[src/rtl/core_inst_gen_if.sv]
// Command/instruction bundle between the top-level controller and the core instruction sequencer.
// master = controller side, slave = sequencer side.
interface core_inst_gen_if;
    logic        start;
    logic [4:0]  n_q;
    logic        stall;
    logic [20:0] inst;
    logic        data_req;
    logic        data_sel;
    logic [3:0]  data_idx;
    logic        busy;
    logic        done;

    modport master (
        output start, n_q, stall,
        input  inst, data_req, data_sel, data_idx, busy, done
    );

    modport slave (
        input  start, n_q, stall,
        output inst, data_req, data_sel, data_idx, busy, done
    );
endinterface

[src/rtl/core_inst_gen.sv]
// Instruction sequencer for one attention core: Q/K fill, K preload, Q execute, OFIFO drain.
// Define CORE_INST_GEN_NORM_EN to append the 4-phase per-row normalization pass after the drain.
module core_inst_gen #(
    parameter int col       = 8,
    parameter int MAX_Q     = 16,
    parameter int DRAIN_CYC = 10
) (
    input  logic           clk,
    input  logic           reset,
    core_inst_gen_if.slave bus
);
    typedef enum logic [3:0] {
        IDLE, QWR, KWR, KLD, KPAD, EXE, EPAD, DRAIN, OFR, NORM, FIN
    } state_t;

    localparam logic [4:0] MAXQ = 5'(MAX_Q);

    state_t      state;
    state_t      next_state;
    logic [15:0] cnt;
    logic [15:0] step_len;
    logic [4:0]  nq;
    logic [4:0]  nq_sat;
    logic [3:0]  idx;
    logic        bump;
    logic        last_step;
`ifdef CORE_INST_GEN_NORM_EN
    logic [1:0]  ph;
`endif

    assign nq_sat = (bus.n_q > MAXQ) ? MAXQ : bus.n_q;
    assign idx    = cnt[3:0];

    // Length of the current state and where it goes when its last step issues.
    always_comb begin
        step_len   = 16'd1;
        next_state = FIN;
        case (state)
            QWR:   begin step_len = {11'd0, nq};      next_state = KWR;   end
            KWR:   begin step_len = 16'(col);         next_state = KLD;   end
            KLD:   begin step_len = 16'(col);         next_state = KPAD;  end
            KPAD:  begin step_len = 16'd1;            next_state = EXE;   end
            EXE:   begin step_len = {11'd0, nq};      next_state = EPAD;  end
            EPAD:  begin step_len = 16'd1;            next_state = DRAIN; end
            DRAIN: begin step_len = 16'(DRAIN_CYC);   next_state = OFR;   end
            OFR: begin
                step_len = {11'd0, nq};
`ifdef CORE_INST_GEN_NORM_EN
                next_state = NORM;
`else
                next_state = FIN;
`endif
            end
            NORM:  begin step_len = {11'd0, nq};      next_state = FIN;   end
            default: ;
        endcase
    end

`ifdef CORE_INST_GEN_NORM_EN
    // In NORM the row counter only moves after the fourth phase of a row.
    assign bump = (state != NORM) || (ph == 2'd3);
`else
    assign bump = 1'b1;
`endif
    assign last_step = bump && (cnt == step_len - 16'd1);

    always_ff @(posedge clk or negedge reset) begin
        if (!reset) begin
            state        <= IDLE;
            cnt          <= '0;
            nq           <= '0;
            bus.inst     <= '0;
            bus.data_req <= 1'b0;
            bus.data_sel <= 1'b0;
            bus.data_idx <= '0;
            bus.busy     <= 1'b0;
            bus.done     <= 1'b0;
`ifdef CORE_INST_GEN_NORM_EN
            ph           <= '0;
`endif
        end else begin
            bus.inst     <= '0;
            bus.data_req <= 1'b0;
            bus.data_sel <= 1'b0;
            bus.data_idx <= '0;
            bus.done     <= 1'b0;
            if (state == IDLE) begin
                if (bus.start) begin
                    nq       <= nq_sat;
                    cnt      <= '0;
                    bus.busy <= 1'b1;
                    state    <= (nq_sat == 5'd0) ? FIN : QWR;
                end
            end else if (!bus.stall) begin
                // A stalled cycle issues nothing and holds state, so the step re-issues intact.
                case (state)
                    QWR: begin
                        bus.inst[4]      <= 1'b1;
                        bus.inst[15:12]  <= idx;
                        bus.data_req     <= 1'b1;
                        bus.data_idx     <= idx;
                    end
                    KWR: begin
                        bus.inst[2]      <= 1'b1;
                        bus.inst[15:12]  <= idx;
                        bus.data_req     <= 1'b1;
                        bus.data_sel     <= 1'b1;
                        bus.data_idx     <= idx;
                    end
                    KLD: begin
                        bus.inst[3]      <= 1'b1;
                        bus.inst[6]      <= 1'b1;
                        bus.inst[15:12]  <= idx;
                    end
                    KPAD: bus.inst[6] <= 1'b1;
                    EXE: begin
                        bus.inst[5]      <= 1'b1;
                        bus.inst[7]      <= 1'b1;
                        bus.inst[15:12]  <= idx;
                    end
                    EPAD: bus.inst[7] <= 1'b1;
                    OFR: begin
                        bus.inst[16]     <= 1'b1;
                        bus.inst[0]      <= 1'b1;
                        bus.inst[11:8]   <= idx;
                    end
`ifdef CORE_INST_GEN_NORM_EN
                    NORM: begin
                        bus.inst[11:8] <= idx;
                        case (ph)
                            2'd0: bus.inst[1]  <= 1'b1;
                            2'd1: bus.inst[18] <= 1'b1;
                            2'd2: begin
                                bus.inst[19] <= 1'b1;
                                bus.inst[17] <= 1'b1;
                            end
                            default: begin
                                bus.inst[20] <= 1'b1;
                                bus.inst[0]  <= 1'b1;
                            end
                        endcase
                    end
`endif
                    FIN: begin
                        bus.done <= 1'b1;
                        bus.busy <= 1'b0;
                    end
                    default: ;
                endcase

                if (state == FIN) begin
                    state <= IDLE;
                    cnt   <= '0;
                end else if (last_step) begin
                    state <= next_state;
                    cnt   <= '0;
                end else if (bump) begin
                    cnt <= cnt + 16'd1;
                end
`ifdef CORE_INST_GEN_NORM_EN
                ph <= (state == NORM) ? ph + 2'd1 : 2'd0;
`endif
            end
        end
    end
endmodule

[src/flat_wrapper.sv]
// flat-port wrapper written by rule: the top's interface ports become plain ports
module core_inst_gen_flat 
#(
    parameter int col       = 8,
    parameter int MAX_Q     = 16,
    parameter int DRAIN_CYC = 10
)
  (clk, reset, bus_start, bus_n_q, bus_stall, bus_inst, bus_data_req, bus_data_sel, bus_data_idx, bus_busy, bus_done);
  core_inst_gen_if bus_i ();
  input  logic clk;
  input  logic reset;
  input wire logic [$bits(bus_i.start)-1:0] bus_start;
  input wire logic [$bits(bus_i.n_q)-1:0] bus_n_q;
  input wire logic [$bits(bus_i.stall)-1:0] bus_stall;
  output wire logic [$bits(bus_i.inst)-1:0] bus_inst;
  output wire logic [$bits(bus_i.data_req)-1:0] bus_data_req;
  output wire logic [$bits(bus_i.data_sel)-1:0] bus_data_sel;
  output wire logic [$bits(bus_i.data_idx)-1:0] bus_data_idx;
  output wire logic [$bits(bus_i.busy)-1:0] bus_busy;
  output wire logic [$bits(bus_i.done)-1:0] bus_done;
  assign bus_i.start = bus_start;
  assign bus_i.n_q = bus_n_q;
  assign bus_i.stall = bus_stall;
  assign bus_inst = bus_i.inst;
  assign bus_data_req = bus_i.data_req;
  assign bus_data_sel = bus_i.data_sel;
  assign bus_data_idx = bus_i.data_idx;
  assign bus_busy = bus_i.busy;
  assign bus_done = bus_i.done;
  core_inst_gen #(.col(col), .MAX_Q(MAX_Q), .DRAIN_CYC(DRAIN_CYC)) u_core (.clk(clk), .reset(reset), .bus(bus_i));
endmodule
[config.mk]
export PLATFORM = sky130hd
export DESIGN_NAME = core_inst_gen_flat
export DESIGN_NICKNAME = d
export VERILOG_FILES = /design/src/rtl/core_inst_gen_if.sv /design/src/rtl/core_inst_gen.sv /design/src/flat_wrapper.sv
export SDC_FILE = /design/constraint.sdc
export NUM_CORES = 1
export LEC_CHECK = 0
export BUFFER_PORTS_ARGS = -buffer_cell sky130_fd_sc_hd__buf_4
export CORE_ASPECT_RATIO = 0.7
export CORE_MARGIN = 2
export CORE_UTILIZATION = 59
export CTS_BUF_LIST = sky130_fd_sc_hd__clkbuf_2
export DETAILED_ROUTE_END_ITERATION = 6
export GPL_TIMING_DRIVEN = 0
export PLACE_DENSITY = 0.93
export RECOVER_POWER = 50
export SLEW_MARGIN = 20
export SYNTH_ARGS = -nofsm -noshare
export SYNTH_HDL_FRONTEND = slang
export SYNTH_SLANG_ARGS = --single-unit
[constraint.sdc]
create_clock -name clk -period 3.6 [get_ports clk]
set_input_delay 0.72 -clock clk [delete_from_list [all_inputs] [get_ports clk]]
set_output_delay 0.72 -clock clk [all_outputs]
set_load 0.05 [all_outputs]
# Word-level counts from Yosys, hierarchy flattened
# Cells that the tools add are included.
# Widths: inputs -> output; s select.
[totals] inputBits=9 out_inout_bits=29 elab_cells=81 regBits=49
[classes] n_eq_ne=13 n_addsub=2 order_cmp=1 n_mux=42 n_reduce_logical=14
[ops] op="$mux 16" count=5
[ops] op="$mux 4" count=11
[ops] op="$mux 15" count=2
[ops] op="$pmux 4 s7" count=1
[ops] op="$mux 1" count=21
[ops] op="$add 16x1->16 const B" count=1
[ops] op="$eq 16x16->1" count=1
[ops] op="$eq 4x3->1 const B" count=4
[ops] op="$pmux 5 s3" count=1
[ops] op="$eq 4x4->1 const B" count=3
[ops] op="$eq 4x2->1 const B" count=2
[ops] op="$reduce_or 2->1" count=4
[ops] op="$reduce_or 4->1" count=2
[ops] op="$reduce_and 3->1" count=2
[ops] op="$sub 5x1->6 const B" count=1
[ops] op="$gt 5x5->1 const B" count=1
[ops] op="$logic_not 5->1" count=1
[ops] op="$mux 5" count=1
[ops] op="$eq 4x1->1 const B" count=1
[ops] op="$logic_not 4->1" count=1
[ops] op="$reduce_and 2->1" count=2
[ops] op="$reduce_bool 3->1" count=1
[ops] op="$ne 2x1->1 const B" count=1
[ops] op="$ne 2x2->1 const B" count=1
[ops] op="$reduce_bool 2->1" count=1

# Logic depth before layout (Yosys ltp)
[depth] ltp_word=9 depth_mapped=12 depth_no_buf=11

# Worst setup path before layout
# No wires, ideal clock.
[synth_path] path_kind="register -> register" startpoint="register u_core.state[1]" endpoint="register u_core.state[0]" setup_time_ps=125 t_arrival_ps=2663 path_slack_ps=812 required_ps=3475 stages_incl_launch_ff=12 cell_sequence="dfrtp_1 buf_6 clkbuf_1 mux2_2 a32oi_1 ha_1 xnor2_1 xnor2_1 nor4b_4 o211a_1 a21bo_4 mux2_4"
[synth_via] elab_chain_cells=7 elab_cells_between_ends=25 classes_between="add/sub: 1; eq/ne: 13; mux: 6; reduce/logical: 5"
[synth_lines] item="start, declared" line="core_inst_gen.sv:18" source="state_t state;"
[synth_lines] item="start signal, assigned" line="core_inst_gen.sv:92" source="state <= (nq_sat == 5'd0) ? FIN : QWR;"
[synth_lines] item="start signal, assigned" line="core_inst_gen.sv:155" source="state <= next_state;"
[synth_lines] item="$eq 4x4->1, or another cell as far along" line="core_inst_gen.sv:38" source="case (state)"
[synth_lines] item="$reduce_or 4->1 (no source line) / $reduce_or 2->1 (equally long branches)"
[synth_lines] item="$pmux 5 s3" line="core_inst_gen.sv:38"
[synth_lines] item="$sub 5x1->6" line="core_inst_gen.sv:65" source="assign last_step = bump && (cnt == step_len - 16'd1);"
[synth_lines] item="$eq 16x16->1" line="core_inst_gen.sv:65"
[synth_lines] item="$reduce_bool 3->1 (no source line)"
[synth_lines] item="$reduce_and 3->1 (no source line)"
# Parallel ways exist; a longest one is shown, timed or not. The select of a mux whose other input is x is not followed.
# A chain may end at the register's enable or synchronous reset.

# Final worst setup path
# Same ends and word-level chain as after synthesis.

==> impl_metrics.yaml <==
outcome:
  status: "finished, violations left"
  violations: "max-capacitance violations, max-slew violations"
yosys:
  synth_edf_count: 0
  synthTopCellsByArea: "dfrtp_1 47%, nor2_1 5.1%, nand2_1 3.9%"
  synth_warnings: 0
  syn_area_um2: 2502
  synthArstFlopShare_pct: 100.0
  yosys.area.top_type_share_pct: 47.00
  ys_ff_latch: 47
  yosysMostFrequentCell: "dfrtp_1"
  syn_inst: 261
  synth_ff_type: "dfrtp_1"
  ys_seq_area_share_pct: 47.00
  synth_cell_types: 51
  syn_area_per_cell_um2: 9.588
  synth.largest_area_cell: "dfrtp_1"
  synth_top_cells_by_count: "47 x dfrtp_1, 34 x nor2_1, 26 x nand2_1"
global_routing:
  grt_pass1_vias: 1768
  grt_usage_pct: 23.42
  grt_max_degree: 48
  antenna_found_initial: 0
  overflow: 0
  grt_first_pass_wirelength_um: 8342
sta:
  fmax_mhz: 316.6
  slew-limit-headroom_pct: -55.47
  slew_violations: 48
  hold-worst-slack_ps: 511.2
  hold_violations: 0
  finClkSkew_ps: 26.47
  grt_setup_unrepaired: "no"
  final.min_clock_period_ps: 3159
  tightest_slew_ps: 2332
  setup_viol: 0
  finalSetupTns_ps: 0
  period_share_pct: 87.74
setup_path:
  setup.worst_path.end_class: "flip-flop"
  critPathMaxStageDelay_ps: 460
  cp_top_family: "multiplexers"
  crit_path_frequent_cell: "xnor2_1"
  critPathKind: "reg -> reg"
  path_cells: "buf_6, clkbuf_1, mux2_2, a32oi_1, ha_1, xnor2_1, xnor2_1, nor4b_4, o211a_1, a21bo_4, mux2_4"
  path_buf_inv: 2
  worstReg2RegEnd: "u_core.state[0]"
  slowest_stage: "dfrtp_1"
  crit_path_max_fanout: 10
  crit_required_ps: 3960
  reg2reg_depth: 11
  arrival_ps: 3520
  ff2ff_setup_slack_ps: 440
  startpoint_type: "flip-flop"
  rr_startpoint: "u_core.state[1]"
drt:
  routed_wl_um: 5103
  drt.antenna.violating_nets: 0
  vias: 1996
  drt_iter0_drc: 150
  drtPass1Iterations: 4
  drc: 0
  wire_per_inst_um: 14.33
  vias_per_cell: 5.607
flow_run:
  drv_cap: 1
die:
  die_w_um: 81.84
  num_rows: 19
  dieArea_um2: 4787
  core-area_um2: 3994
  start_util_pct: 62.66
  ios: 38
  fp.dieH_um: 58.49
clocking:
  cts.sinks: 47
  cts_setup_buffers: 0
  cts_resized: 0
  cts_tree: "yes"
  numCtsBuffers: 5
  root_buffer: "clkbuf_2"
  clk-insertion-delay-late_ps: 440
  htree_num_levels: 2
  clk_pin_slew_worst_paths_ps: 240
  hold_buffers: 0
  clockBufferDepth: 2
layout:
  layout-drive-gt1-share_pct: 19.41
  final_util_pct: 71.71
  fin_nets: 314
  antenna_cells: 0
  area_growth_pct: 14.45
power:
  p_per_area_nw_per_um2: 400.3
  p_leak_nw: 1.339
  irDropWorstVdd_v: 0.0003321
worst_hold_path:
  min_to: "u_core.nq[3]"
  worstHoldPathCells: 3
  hp-start: "bus_n_q[3]"
  hp-class: "in -> reg"
placed_design:
  hpwl_um: 3767
  globalplace.congestion: 0.8469
  io_buffer_count: 31
[layout make-up]
type | instances | area (um^2)
buffer | 20 | 112.6
clock buffer | 5 | 25.02
clock inverter | 3 | 46.29
fill | 333 | 1130
inverter | 4 | 15.01
multi-input combinational | 194 | 1195
sequential | 47 | 1176
tap | 52 | 65.06
timing repair buffer | 31 | 229.0
[cells in the final DEF (no fill, tap or decap), types with 2 or more instances in the layout]
cell type	count
nor3_1	9
conb_1	5
o21ai_1	2
o21a_1	2
nor2_1	34
ha_1	2
nor4_1	5
xor2_1	9
a21o_1	3
nand3_1	4
buf_4	38
and2_1	8
nand2b_1	10
nand4_1	7
mux2_2	2
o211a_1	3
nor2b_1	7
nand2_1	26
or3_1	3
a21oi_1	9
xnor2_1	8
clkbuf_1	12
clkbuf_2	5
inv_1	4
dfrtp_1	47
o21ai_0	10
o211ai_1	3
[layer usage]
layer	vias to the layer above	track usage, %	part of all wire (%)	wire length, um
li1	970	-	-	-
met1	951	32.93	48	2441
met2	68	37.17	44	2269
met3	7	4.601	6.4	327
met4	0	7.143	1.3	65
met5	-	0	0	0
[logic make-up (layout without fill, tap and decap cells)]
group / count (synthesis) / count (layout) / synth area share (%)
DFF: 47 / 47 / 47.00
other: 1 / 5 / 0.1499
adders and majority gates: 2 / 2 / 0.9998
and+or+nand+nor: 123 / 123 / 26.85
muxes: 4 / 4 / 1.900
AOI/OAI and AO/OA: 43 / 43 / 11.90
buffers and inverters: 24 / 63 / 5.250
xor gates and xnor gates: 17 / 17 / 5.950
[sequential cells by signal (all words and copies together), names as in the netlist]
signal	cells
u_core.bus.inst	15
u_core.cnt	16
u_core.bus.data_idx	4
u_core.state	4
u_core.bus.data_req	1
u_core.bus.busy	1
u_core.bus.done	1
u_core.nq	5
[worst register-to-register path, delay by kind of cell, from the launching register on]
family / cells / cell delay (ps)
AND/OR/NAND/NOR: 1 / 340
XOR/XNOR: 2 / 300
flip-flops: 1 / 460
buffers and inverters: 2 / 500
AO/OA/AOI/OAI: 3 / 570
adder cells (fa/ha/maj): 1 / 220
multiplexers: 2 / 700
[worst max-delay path by stage]
stage / startpoint / to / cells past startpoint
floorplan: u_core.state[1] / u_core.state[0] / 11
global placement: u_core.state[1] / u_core.state[0] / 11
detailed placement: u_core.state[1] / u_core.state[0] / 11
CTS: u_core.state[1] / u_core.state[0] / 11
global route: u_core.state[1] / u_core.state[0] / 11
finish: u_core.state[1] / u_core.state[0] / 11
[per-stage QoR]
stage          instance area [um^2]  std cells  worst slack [ps]  power (mW)
2_1_floorplan                  2517        265             811.9      0.7815
3_3_place_gp                   2815        348             564.4      0.8387
3_5_place_dp                   2815        348             504.7      0.8491
4_1_cts                        2887        356             455.6       1.151
5_1_grt                        2864        356             231.0       1.196
6_report                       2864        356             441.3       1.146
[power breakdown]
group	internal [mW]	total, mW	switching (mW)
logic	0.0902	0.237	0.147
registers	0.566	0.605	0.0385
clock network	0.120	0.304	0.185
Power figures use the tool's default switching activity.
